`config.mk`:
```
export PLATFORM = sky130hd
export DESIGN_NAME = axi_llc_way_router
export DESIGN_NICKNAME = d
export VERILOG_FILES = /design/src/rtl/axi_llc_pkg.sv /design/src/rtl/axi_llc_rsp_orderer.sv /design/src/rtl/axi_llc_way_router.sv
export SDC_FILE = /design/constraint.sdc
export NUM_CORES = 2
export LEC_CHECK = 0
export ABC_AREA = 1
export CORE_AREA = 2 2 333 335
export DETAILED_ROUTE_END_ITERATION = 7
export DIE_AREA = 0 0 335 337
export PLACE_DENSITY_LB_ADDON = 0.2
export SLEW_MARGIN = 20
export SYNTH_ARGS = -nofsm -noshare
export SYNTH_HDL_FRONTEND = slang
export SYNTH_SLANG_ARGS = --single-unit
```
`constraint.sdc`:
```
create_clock -name clk_i -period 8.4 [get_ports clk_i]
set_clock_uncertainty 0.15 [all_clocks]
set_input_delay 1.68 -clock clk_i [delete_from_list [all_inputs] [get_ports clk_i]]
set_output_delay 1.68 -clock clk_i [all_outputs]
set_load 0.02 [all_outputs]
```
`src/rtl/axi_llc_pkg.sv`:
```
`default_nettype none
// ============================================================================
// Module      : axi_llc_pkg
// Description : Shared types and constants for the LLC way router.
// Revision    : 1.0 - initial release
// ============================================================================
package axi_llc_pkg;

    localparam int unsigned DataMacroLatency   = 1;
    localparam int unsigned DefaultNumWays     = 8;
    localparam int unsigned DefaultNumRspPorts = 2;

    typedef logic [$clog2(DefaultNumWays)-1:0]     way_idx_t;
    typedef logic [$clog2(DefaultNumRspPorts)-1:0] rsp_port_idx_t;

    typedef struct packed {
        logic [DefaultNumWays-1:0] way_ind;
        logic [31:0]               data;
    } way_req_t;

    typedef logic [31:0] way_rsp_t;

endpackage
`default_nettype wire

```
`src/rtl/axi_llc_rsp_orderer.sv`:
```
`default_nettype none
// ============================================================================
// Module      : axi_llc_rsp_orderer
// Description : Per-port ordering FIFO of way indices, head compare source and
//               optional stall counter (AXI_LLC_WAY_ROUTER_PERF_EN).
// Revision    : 1.0 - initial release
// ============================================================================
module axi_llc_rsp_orderer #(
    parameter int unsigned Depth   = 9,
    parameter int unsigned WayIdxW = 3
) (
    input  logic               clk_i,
    input  logic               rst_ni,
    input  logic               push_i,
    input  logic [WayIdxW-1:0] push_way_i,
    input  logic               pop_i,
    input  logic               match_i,
    output logic               full_o,
    output logic               empty_o,
    output logic [WayIdxW-1:0] head_o
`ifdef AXI_LLC_WAY_ROUTER_PERF_EN
    ,
    output logic [31:0]        perf_stall_o
`endif
);

    localparam int unsigned c_ptr_w = (Depth > 1) ? $clog2(Depth) : 1;
    localparam int unsigned c_cnt_w = $clog2(Depth + 1);

    logic [WayIdxW-1:0] r_mem [Depth];
    logic [c_ptr_w-1:0] r_wptr;
    logic [c_ptr_w-1:0] r_rptr;
    logic [c_cnt_w-1:0] r_cnt;
    logic               w_push;
    logic               w_pop;

    assign full_o  = (r_cnt == c_cnt_w'(Depth));
    assign empty_o = (r_cnt == '0);
    // A full FIFO refuses a push even when it pops the same cycle.
    assign w_push  = push_i && !full_o;
    assign w_pop   = pop_i && !empty_o;
    assign head_o  = r_mem[r_rptr];

    always_ff @(posedge clk_i or negedge rst_ni) begin
        if (!rst_ni) begin
            for (int i = 0; i < int'(Depth); i++) begin
                r_mem[i] <= '0;
            end
            r_wptr <= '0;
            r_rptr <= '0;
            r_cnt  <= '0;
        end else begin
            if (w_push) begin
                r_mem[r_wptr] <= push_way_i;
                r_wptr <= (r_wptr == c_ptr_w'(Depth - 1)) ? '0 : r_wptr + 1'b1;
            end
            if (w_pop) begin
                r_rptr <= (r_rptr == c_ptr_w'(Depth - 1)) ? '0 : r_rptr + 1'b1;
            end
            case ({w_push, w_pop})
                2'b10:   r_cnt <= r_cnt + 1'b1;
                2'b01:   r_cnt <= r_cnt - 1'b1;
                default: r_cnt <= r_cnt;
            endcase
        end
    end

`ifdef AXI_LLC_WAY_ROUTER_PERF_EN
    logic [31:0] r_perf;

    always_ff @(posedge clk_i or negedge rst_ni) begin
        if (!rst_ni) begin
            r_perf <= '0;
        end else if (!empty_o && !match_i && (r_perf != '1)) begin
            r_perf <= r_perf + 1'b1;
        end
    end

    assign perf_stall_o = r_perf;
`else
    logic w_unused_match;
    assign w_unused_match = match_i;
`endif

endmodule
`default_nettype wire

```
`src/rtl/axi_llc_way_router.sv`:
```
`default_nettype none
// ============================================================================
// Module      : axi_llc_way_router
// Description : Unit-to-way request crossbar with per-way read credits and
//               in-order read-response routing to response ports.
//               Optional stall counters: AXI_LLC_WAY_ROUTER_PERF_EN.
// Revision    : 1.0 - initial release
// ============================================================================
module axi_llc_way_router #(
    parameter int unsigned NumUnits       = 4,
    parameter int unsigned NumWays        = 8,
    parameter int unsigned NumRspPorts    = 2,
    parameter int unsigned PortFifoDepth  = NumWays + axi_llc_pkg::DataMacroLatency,
    parameter int unsigned MaxOutstanding = 4,
    parameter type         way_req_t      = axi_llc_pkg::way_req_t,
    parameter type         way_rsp_t      = axi_llc_pkg::way_rsp_t
) (
    input  logic                                         clk_i,
    input  logic                                         rst_ni,
    input  logic                                         test_i,
    input  way_req_t [NumUnits-1:0]                      req_i,
    input  logic     [NumUnits-1:0]                      req_read_i,
    input  logic     [NumUnits-1:0][$clog2(NumRspPorts)-1:0] req_port_i,
    input  logic     [NumUnits-1:0]                      req_valid_i,
    output logic     [NumUnits-1:0]                      req_ready_o,
    output way_req_t [NumWays-1:0]                       way_req_o,
    output logic     [NumWays-1:0]                       way_req_valid_o,
    input  logic     [NumWays-1:0]                       way_req_ready_i,
    input  way_rsp_t [NumWays-1:0]                       way_rsp_i,
    input  logic     [NumWays-1:0]                       way_rsp_valid_i,
    output logic     [NumWays-1:0]                       way_rsp_ready_o,
    output way_rsp_t [NumRspPorts-1:0]                   rsp_o,
    output logic     [NumRspPorts-1:0]                   rsp_valid_o,
    input  logic     [NumRspPorts-1:0]                   rsp_ready_i
`ifdef AXI_LLC_WAY_ROUTER_PERF_EN
    ,
    output logic     [NumRspPorts-1:0][31:0]             perf_stall_o
`endif
);
    import axi_llc_pkg::*;

    localparam int unsigned c_way_w  = (NumWays > 1) ? $clog2(NumWays) : 1;
    localparam int unsigned c_port_w = $clog2(NumRspPorts);
    localparam int unsigned c_unit_w = (NumUnits > 1) ? $clog2(NumUnits) : 1;
    localparam int unsigned c_cred_w = $clog2(MaxOutstanding + 1);
    localparam int unsigned c_tptr_w = (MaxOutstanding > 1) ? $clog2(MaxOutstanding) : 1;

    logic [NumUnits-1:0][NumWays-1:0]  w_unit_ind;
    logic [NumUnits-1:0][c_way_w-1:0]  w_unit_way;
    logic [NumUnits-1:0]               w_elig;
    logic [NumUnits-1:0]               w_acc;
    logic [NumRspPorts-1:0]            w_port_claim;
    logic [NumWays-1:0][NumUnits-1:0]  w_req;
    logic [NumWays-1:0]                w_gnt_vld;
    logic [NumWays-1:0][c_unit_w-1:0]  w_gnt_idx;
    logic [NumWays-1:0]                r_locked;
    logic [NumWays-1:0][c_unit_w-1:0]  r_lock_idx;
    logic [NumWays-1:0][c_unit_w-1:0]  r_rr_ptr;

    logic [NumWays-1:0][c_cred_w-1:0]                      r_credit;
    logic [NumWays-1:0][MaxOutstanding-1:0][c_port_w-1:0]  r_tag_mem;
    logic [NumWays-1:0][c_tptr_w-1:0]                      r_tag_wptr;
    logic [NumWays-1:0][c_tptr_w-1:0]                      r_tag_rptr;
    logic [NumWays-1:0][c_port_w-1:0]                      w_tag_head;
    logic [NumWays-1:0][c_port_w-1:0]                      w_tag_port;
    logic [NumWays-1:0]                                    w_tag_push;
    logic [NumWays-1:0]                                    w_tag_pop;
    logic [NumWays-1:0]                                    w_way_match;

    logic [NumRspPorts-1:0]              w_port_full;
    logic [NumRspPorts-1:0]              w_port_empty;
    logic [NumRspPorts-1:0]              w_port_push;
    logic [NumRspPorts-1:0]              w_port_pop;
    logic [NumRspPorts-1:0][c_way_w-1:0] w_port_head;
    logic [NumRspPorts-1:0][c_way_w-1:0] w_port_push_way;

    logic w_unused_test;
    assign w_unused_test = test_i;

    // Decode each unit's one-hot way selector (lowest set bit wins).
    always_comb begin
        for (int u = 0; u < int'(NumUnits); u++) begin
            w_unit_ind[u] = req_i[u].way_ind;
            w_unit_way[u] = '0;
            for (int w = int'(NumWays) - 1; w >= 0; w--) begin
                if (w_unit_ind[u][w]) begin
                    w_unit_way[u] = c_way_w'(w);
                end
            end
        end
    end

    // Read gating plus per-port fixed-priority claim: lowest unit index wins.
    always_comb begin
        w_port_claim = '0;
        w_elig       = '0;
        for (int u = 0; u < int'(NumUnits); u++) begin
            if (req_valid_i[u]) begin
                if (!req_read_i[u]) begin
                    w_elig[u] = 1'b1;
                end else if (!w_port_full[req_port_i[u]] &&
                             !w_port_claim[req_port_i[u]] &&
                             (r_credit[w_unit_way[u]] < c_cred_w'(MaxOutstanding))) begin
                    w_elig[u]                    = 1'b1;
                    w_port_claim[req_port_i[u]] = 1'b1;
                end
            end
        end
    end

    // Per-way round-robin; a pending grant stays locked until handshake.
    always_comb begin
        logic [c_unit_w-1:0] idx;
        idx       = '0;
        w_gnt_vld = '0;
        w_gnt_idx = '0;
        for (int w = 0; w < int'(NumWays); w++) begin
            for (int u = 0; u < int'(NumUnits); u++) begin
                w_req[w][u] = w_elig[u] && (|w_unit_ind[u]) &&
                              (w_unit_way[u] == c_way_w'(w));
            end
            if (r_locked[w] && w_req[w][r_lock_idx[w]]) begin
                w_gnt_vld[w] = 1'b1;
                w_gnt_idx[w] = r_lock_idx[w];
            end else begin
                for (int k = 0; k < int'(NumUnits); k++) begin
                    idx = c_unit_w'((int'(r_rr_ptr[w]) + k) % int'(NumUnits));
                    if (!w_gnt_vld[w] && w_req[w][idx]) begin
                        w_gnt_vld[w] = 1'b1;
                        w_gnt_idx[w] = idx;
                    end
                end
            end
        end
    end

    always_comb begin
        req_ready_o = '0;
        for (int w = 0; w < int'(NumWays); w++) begin
            way_req_valid_o[w] = w_gnt_vld[w];
            way_req_o[w]       = w_gnt_vld[w] ? req_i[w_gnt_idx[w]] : way_req_t'('0);
            if (w_gnt_vld[w] && way_req_ready_i[w]) begin
                req_ready_o[w_gnt_idx[w]] = 1'b1;
            end
        end
    end

    assign w_acc = req_valid_i & req_ready_o;

    always_comb begin
        w_port_push     = '0;
        w_port_push_way = '0;
        w_tag_push      = '0;
        w_tag_port      = '0;
        for (int u = 0; u < int'(NumUnits); u++) begin
            if (w_acc[u] && req_read_i[u]) begin
                w_port_push[req_port_i[u]]     = 1'b1;
                w_port_push_way[req_port_i[u]] = w_unit_way[u];
                w_tag_push[w_unit_way[u]]      = 1'b1;
                w_tag_port[w_unit_way[u]]      = req_port_i[u];
            end
        end
    end

    always_ff @(posedge clk_i or negedge rst_ni) begin
        if (!rst_ni) begin
            r_locked   <= '0;
            r_lock_idx <= '0;
            r_rr_ptr   <= '0;
        end else begin
            for (int w = 0; w < int'(NumWays); w++) begin
                if (w_gnt_vld[w] && way_req_ready_i[w]) begin
                    r_locked[w] <= 1'b0;
                    r_rr_ptr[w] <= (w_gnt_idx[w] == c_unit_w'(NumUnits - 1)) ?
                                   '0 : w_gnt_idx[w] + 1'b1;
                end else if (w_gnt_vld[w]) begin
                    r_locked[w]   <= 1'b1;
                    r_lock_idx[w] <= w_gnt_idx[w];
                end else begin
                    r_locked[w] <= 1'b0;
                end
            end
        end
    end

    // Tag FIFO per way; its occupancy doubles as the outstanding-read credit.
    always_ff @(posedge clk_i or negedge rst_ni) begin
        if (!rst_ni) begin
            r_credit   <= '0;
            r_tag_mem  <= '0;
            r_tag_wptr <= '0;
            r_tag_rptr <= '0;
        end else begin
            for (int w = 0; w < int'(NumWays); w++) begin
                if (w_tag_push[w]) begin
                    r_tag_mem[w][r_tag_wptr[w]] <= w_tag_port[w];
                    r_tag_wptr[w] <= (r_tag_wptr[w] == c_tptr_w'(MaxOutstanding - 1)) ?
                                     '0 : r_tag_wptr[w] + 1'b1;
                end
                if (w_tag_pop[w]) begin
                    r_tag_rptr[w] <= (r_tag_rptr[w] == c_tptr_w'(MaxOutstanding - 1)) ?
                                     '0 : r_tag_rptr[w] + 1'b1;
                end
                case ({w_tag_push[w], w_tag_pop[w]})
                    2'b10:   r_credit[w] <= r_credit[w] + 1'b1;
                    2'b01:   r_credit[w] <= r_credit[w] - 1'b1;
                    default: r_credit[w] <= r_credit[w];
                endcase
            end
        end
    end

    // A way response passes only when both its tag head and the port head agree.
    always_comb begin
        rsp_valid_o     = '0;
        rsp_o           = '0;
        way_rsp_ready_o = '0;
        for (int w = 0; w < int'(NumWays); w++) begin
            w_tag_head[w]  = r_tag_mem[w][r_tag_rptr[w]];
            w_way_match[w] = way_rsp_valid_i[w] && (r_credit[w] != '0) &&
                             !w_port_empty[w_tag_head[w]] &&
                             (w_port_head[w_tag_head[w]] == c_way_w'(w));
            if (w_way_match[w]) begin
                rsp_valid_o[w_tag_head[w]] = 1'b1;
                rsp_o[w_tag_head[w]]       = way_rsp_i[w];
                way_rsp_ready_o[w]         = rsp_ready_i[w_tag_head[w]];
            end
        end
    end

    assign w_tag_pop  = way_rsp_ready_o;
    assign w_port_pop = rsp_valid_o & rsp_ready_i;

    for (genvar p = 0; p < int'(NumRspPorts); p++) begin : g_port
        axi_llc_rsp_orderer #(
            .Depth   (PortFifoDepth),
            .WayIdxW (c_way_w)
        ) u_orderer (
            .clk_i        (clk_i),
            .rst_ni       (rst_ni),
            .push_i       (w_port_push[p]),
            .push_way_i   (w_port_push_way[p]),
            .pop_i        (w_port_pop[p]),
            .match_i      (rsp_valid_o[p]),
            .full_o       (w_port_full[p]),
            .empty_o      (w_port_empty[p]),
            .head_o       (w_port_head[p])
`ifdef AXI_LLC_WAY_ROUTER_PERF_EN
            ,
            .perf_stall_o (perf_stall_o[p])
`endif
        );
    end

    for (genvar u = 0; u < int'(NumUnits); u++) begin : g_chk_unit
        a_way_onehot: assert property (@(posedge clk_i) disable iff (!rst_ni)
            req_valid_i[u] |-> $onehot(w_unit_ind[u]));
        a_port_range: assert property (@(posedge clk_i) disable iff (!rst_ni)
            (req_valid_i[u] && req_read_i[u]) |->
            ({1'b0, req_port_i[u]} < (c_port_w + 1)'(NumRspPorts)));
    end

    for (genvar w = 0; w < int'(NumWays); w++) begin : g_chk_way
        a_credit_ovf: assert property (@(posedge clk_i) disable iff (!rst_ni)
            !(w_tag_push[w] && !w_tag_pop[w] && (r_credit[w] == c_cred_w'(MaxOutstanding))));
        a_credit_unf: assert property (@(posedge clk_i) disable iff (!rst_ni)
            !(w_tag_pop[w] && (r_credit[w] == '0)));
        a_orphan_rsp: assert property (@(posedge clk_i) disable iff (!rst_ni)
            way_rsp_valid_i[w] |-> (r_credit[w] != '0));
    end

endmodule
`default_nettype wire

```
==> impl_metrics.toml <==
[floorplanning]
placementRows = 122
dieArea_um2 = 113000
die_w_um = 335
start_util_pct = 27.4
die_h_um = 337
core_um2 = 110000
io_pins = 855

[sta]
drv_slew = 0
relSlewSlack_pct = 27.0
worst_pin_slew_ps = 1100
fin_ws_ps = 226
rsz0062_at_grt = "true"
min_period_ps = 8170
fmax_mhz = 122
hold_viol = 0
setup_viol = 0
period_share_pct = 97.3

[cells_and_area]
fin_util_pct = 40.7
drive_gt1_share_pct = 14.5
multi_input_area_um2 = 21300
seq_area_um2 = 5150
finalNetCount = 6825
final_common_cell = "nand2_1"
final_cell_mix = "nand2_1 (1182), o21ai_0 (698), a21oi_1 (574)"
fillers = 11700
synthToLayoutAreaGrowth_pct = 48.6

[synthesis]
synth_edf_count = 0
syn-cell-area_um2 = 30000
avgSynthCellArea_um2 = 5.76
ys_seq_area_share_pct = 17.2
async_flop_share_pct = 100
synth.distinct_cells = 68
synth-seq-cells = 206
ys_warn_count = 0
synth_cells = 5207
synth_flop_cell = "dfrtp_1"

[global_route]
grt_pass1_wl_um = 256000
grt_max_degree = 142
antenna_found_initial = 30
grt.overflow.total = 0
first_global_vias = 38100
grt_use_total_pct = 30.0

[clock_tree]
clkLatencyLatePin_ps = 580
path_clk_slew_ps = 60
cts_buffers = 27
cts.sinks = 206
cts.path.max_buffers = 3
cts_root_buffer = "clkbuf_16"
cts_tree = "done"
cts_max_level = 1

[critical_path]
crit_path_frequent_cell = "nand2_1"
path_delay_family = "simple AND/OR/NAND/NOR gates"
worst_setup_path_end_kind = "output pin"
critPathMaxFanout = 32
slowest_delay_ps = 520
cp.arrival_ps = 6340
path_class = "primary input to output pin"
cp_num_buf_inv = 8
startpoint_type = "primary input"
critPathRequiredTime_ps = 6570
crit_slowest_cell = "clkdlybuf4s50_1"

[drt]
drt_iter0_markers = 4265
num_vias = 41700
dr.pass1.iters = 7
drtAntennaViolNets = 0
drc_errors = 0
via_per_inst = 5.39
wl_um = 179000
wl_per_cell_um = 23.1

[hold_path]
hp-class = "register to register"

[flow_run]
maxCapViolCount = 0

[placed_design]
place_congestion = 1.02
portBuffers = 825
place_ws_ps = -383
dpl.hpwl_um = 141000

[outcome]
status = "complete, no violations"
==> tightest hold or removal path, cell delays in order, from the launching register on <==
cell,delay [ps]
dfrtp_1,340
nand2_1,50
nand2_1,40
==> cell families (layout without fill, tap and decap cells) <==
group                    after synthesis  count (layout)  share of synthesized area [%]
AND/OR/NAND/NOR                     2131            2131                           30.5
AO/OA/AOI/OAI                       1742            1742                           33.1
buffers and inverters                981            2034                           13.3
flip-flops                           206             206                           17.2
adder cells (fa/ha/maj)              108             108                           4.76
XOR/XNOR                              35              35                           1.02
multiplexers                           3               3                          0.150
other                                  1              45                         0.0125
==> path summary, 6_finish.rpt <==
check / start / endpoint / slack, ps / cells past startpoint
max: req_i[39] / req_ready_o[3] / 230 / 38
min: g_port[0].u_orderer.r_mem[24] / g_port[0].u_orderer.r_mem[24] / 320 / 2
max reg2reg: g_port[0].u_orderer.r_cnt[1] / g_port[1].u_orderer.r_cnt[3] / 1940 / 40
max in group asynchronous: rst_ni / r_tag_wptr[9] / 5870 / 2
min in group asynchronous: rst_ni / g_port[0].u_orderer.r_mem[3] / 930 / 1
min reg2reg: g_port[0].u_orderer.r_mem[24] / g_port[0].u_orderer.r_mem[24] / 320 / 2
==> final cells by class <==
cell class / count / area share (%)
flip-flops and latches: 206 / 11.6
multi-input cells: 4047 / 47.8
well taps: 1426 / 4.00
inverters: 606 / 5.13
clock inverters: 8 / 0.306
diodes: 17 / 0.0955
clock buffers: 40 / 1.76
repair buffers: 1380 / 29.3
==> repair_timing <==
action	CTS	global route
setup endpoints to repair	191	283
resized for setup	176	252
pin swaps	2	13
hold buffers	0	0
endpoints found under the hold margin	0	0
buffers inserted	4	8
gates cloned	1	1
==> flip-flops by register name, summed over array words and instances, names as in the netlist <==
signal and cells:
g_port.u_orderer.r_cnt 8, g_port.u_orderer.r_mem 54, g_port.u_orderer.r_rptr 8, g_port.u_orderer.r_wptr 8, r_credit 24, r_lock_idx 16
r_locked 8, r_rr_ptr 16, r_tag_mem 32, r_tag_rptr 16, r_tag_wptr 16
==> layer usage <==
metal | track usage, % | vias to the layer above | wire length (µm)
met1 | 38.2 | 19400 | 72600
met3 | 6.30 | 395 | 16200
li1 | - | 19700 | -
met4 | 11.5 | 18 | 8290
met5 | 0 | - | 113
met2 | 49.4 | 2064 | 81800
==> synth_stat cells (13+ instances only) <==
master	count	area [µm²]
clkbuf_1	240	901
inv_2	28	105
a31oi_1	14	87.6
nor3_1	17	85.1
nand4_2	16	200
nand2_1	1202	4510
o21ai_1	24	120
buf_4	39	293
a22oi_1	14	105
nor2_1	402	1510
o221ai_1	95	832
o31ai_1	13	97.6
nor2_2	14	87.6
nand3_1	344	1720
o211ai_1	200	1500
nand4_1	61	382
xnor2_1	22	193
ha_1	98	1230
buf_2	78	390
dfrtp_1	206	5150
a21oi_1	589	2950
o22ai_1	14	87.6
a211oi_1	44	330
xor2_1	13	114
inv_1	568	2130
nand2_2	24	150
o21ai_0	704	3520
==> through the flow <==
step                cells  setup TNS, ps  hold slack [ps]  cell area, µm²
floorplan            5234              0              287           30100
global placement     7651         -22350              301           43400
detailed placement   7651         -20520              308           43400
CTS                  7704           -483              323           44200
global route         7722           -115              343           44500
finish               7730              0              321           44600
Power is not shown: default switching activity piles up to over one toggle a cycle in this logic, so the estimate is an artifact.
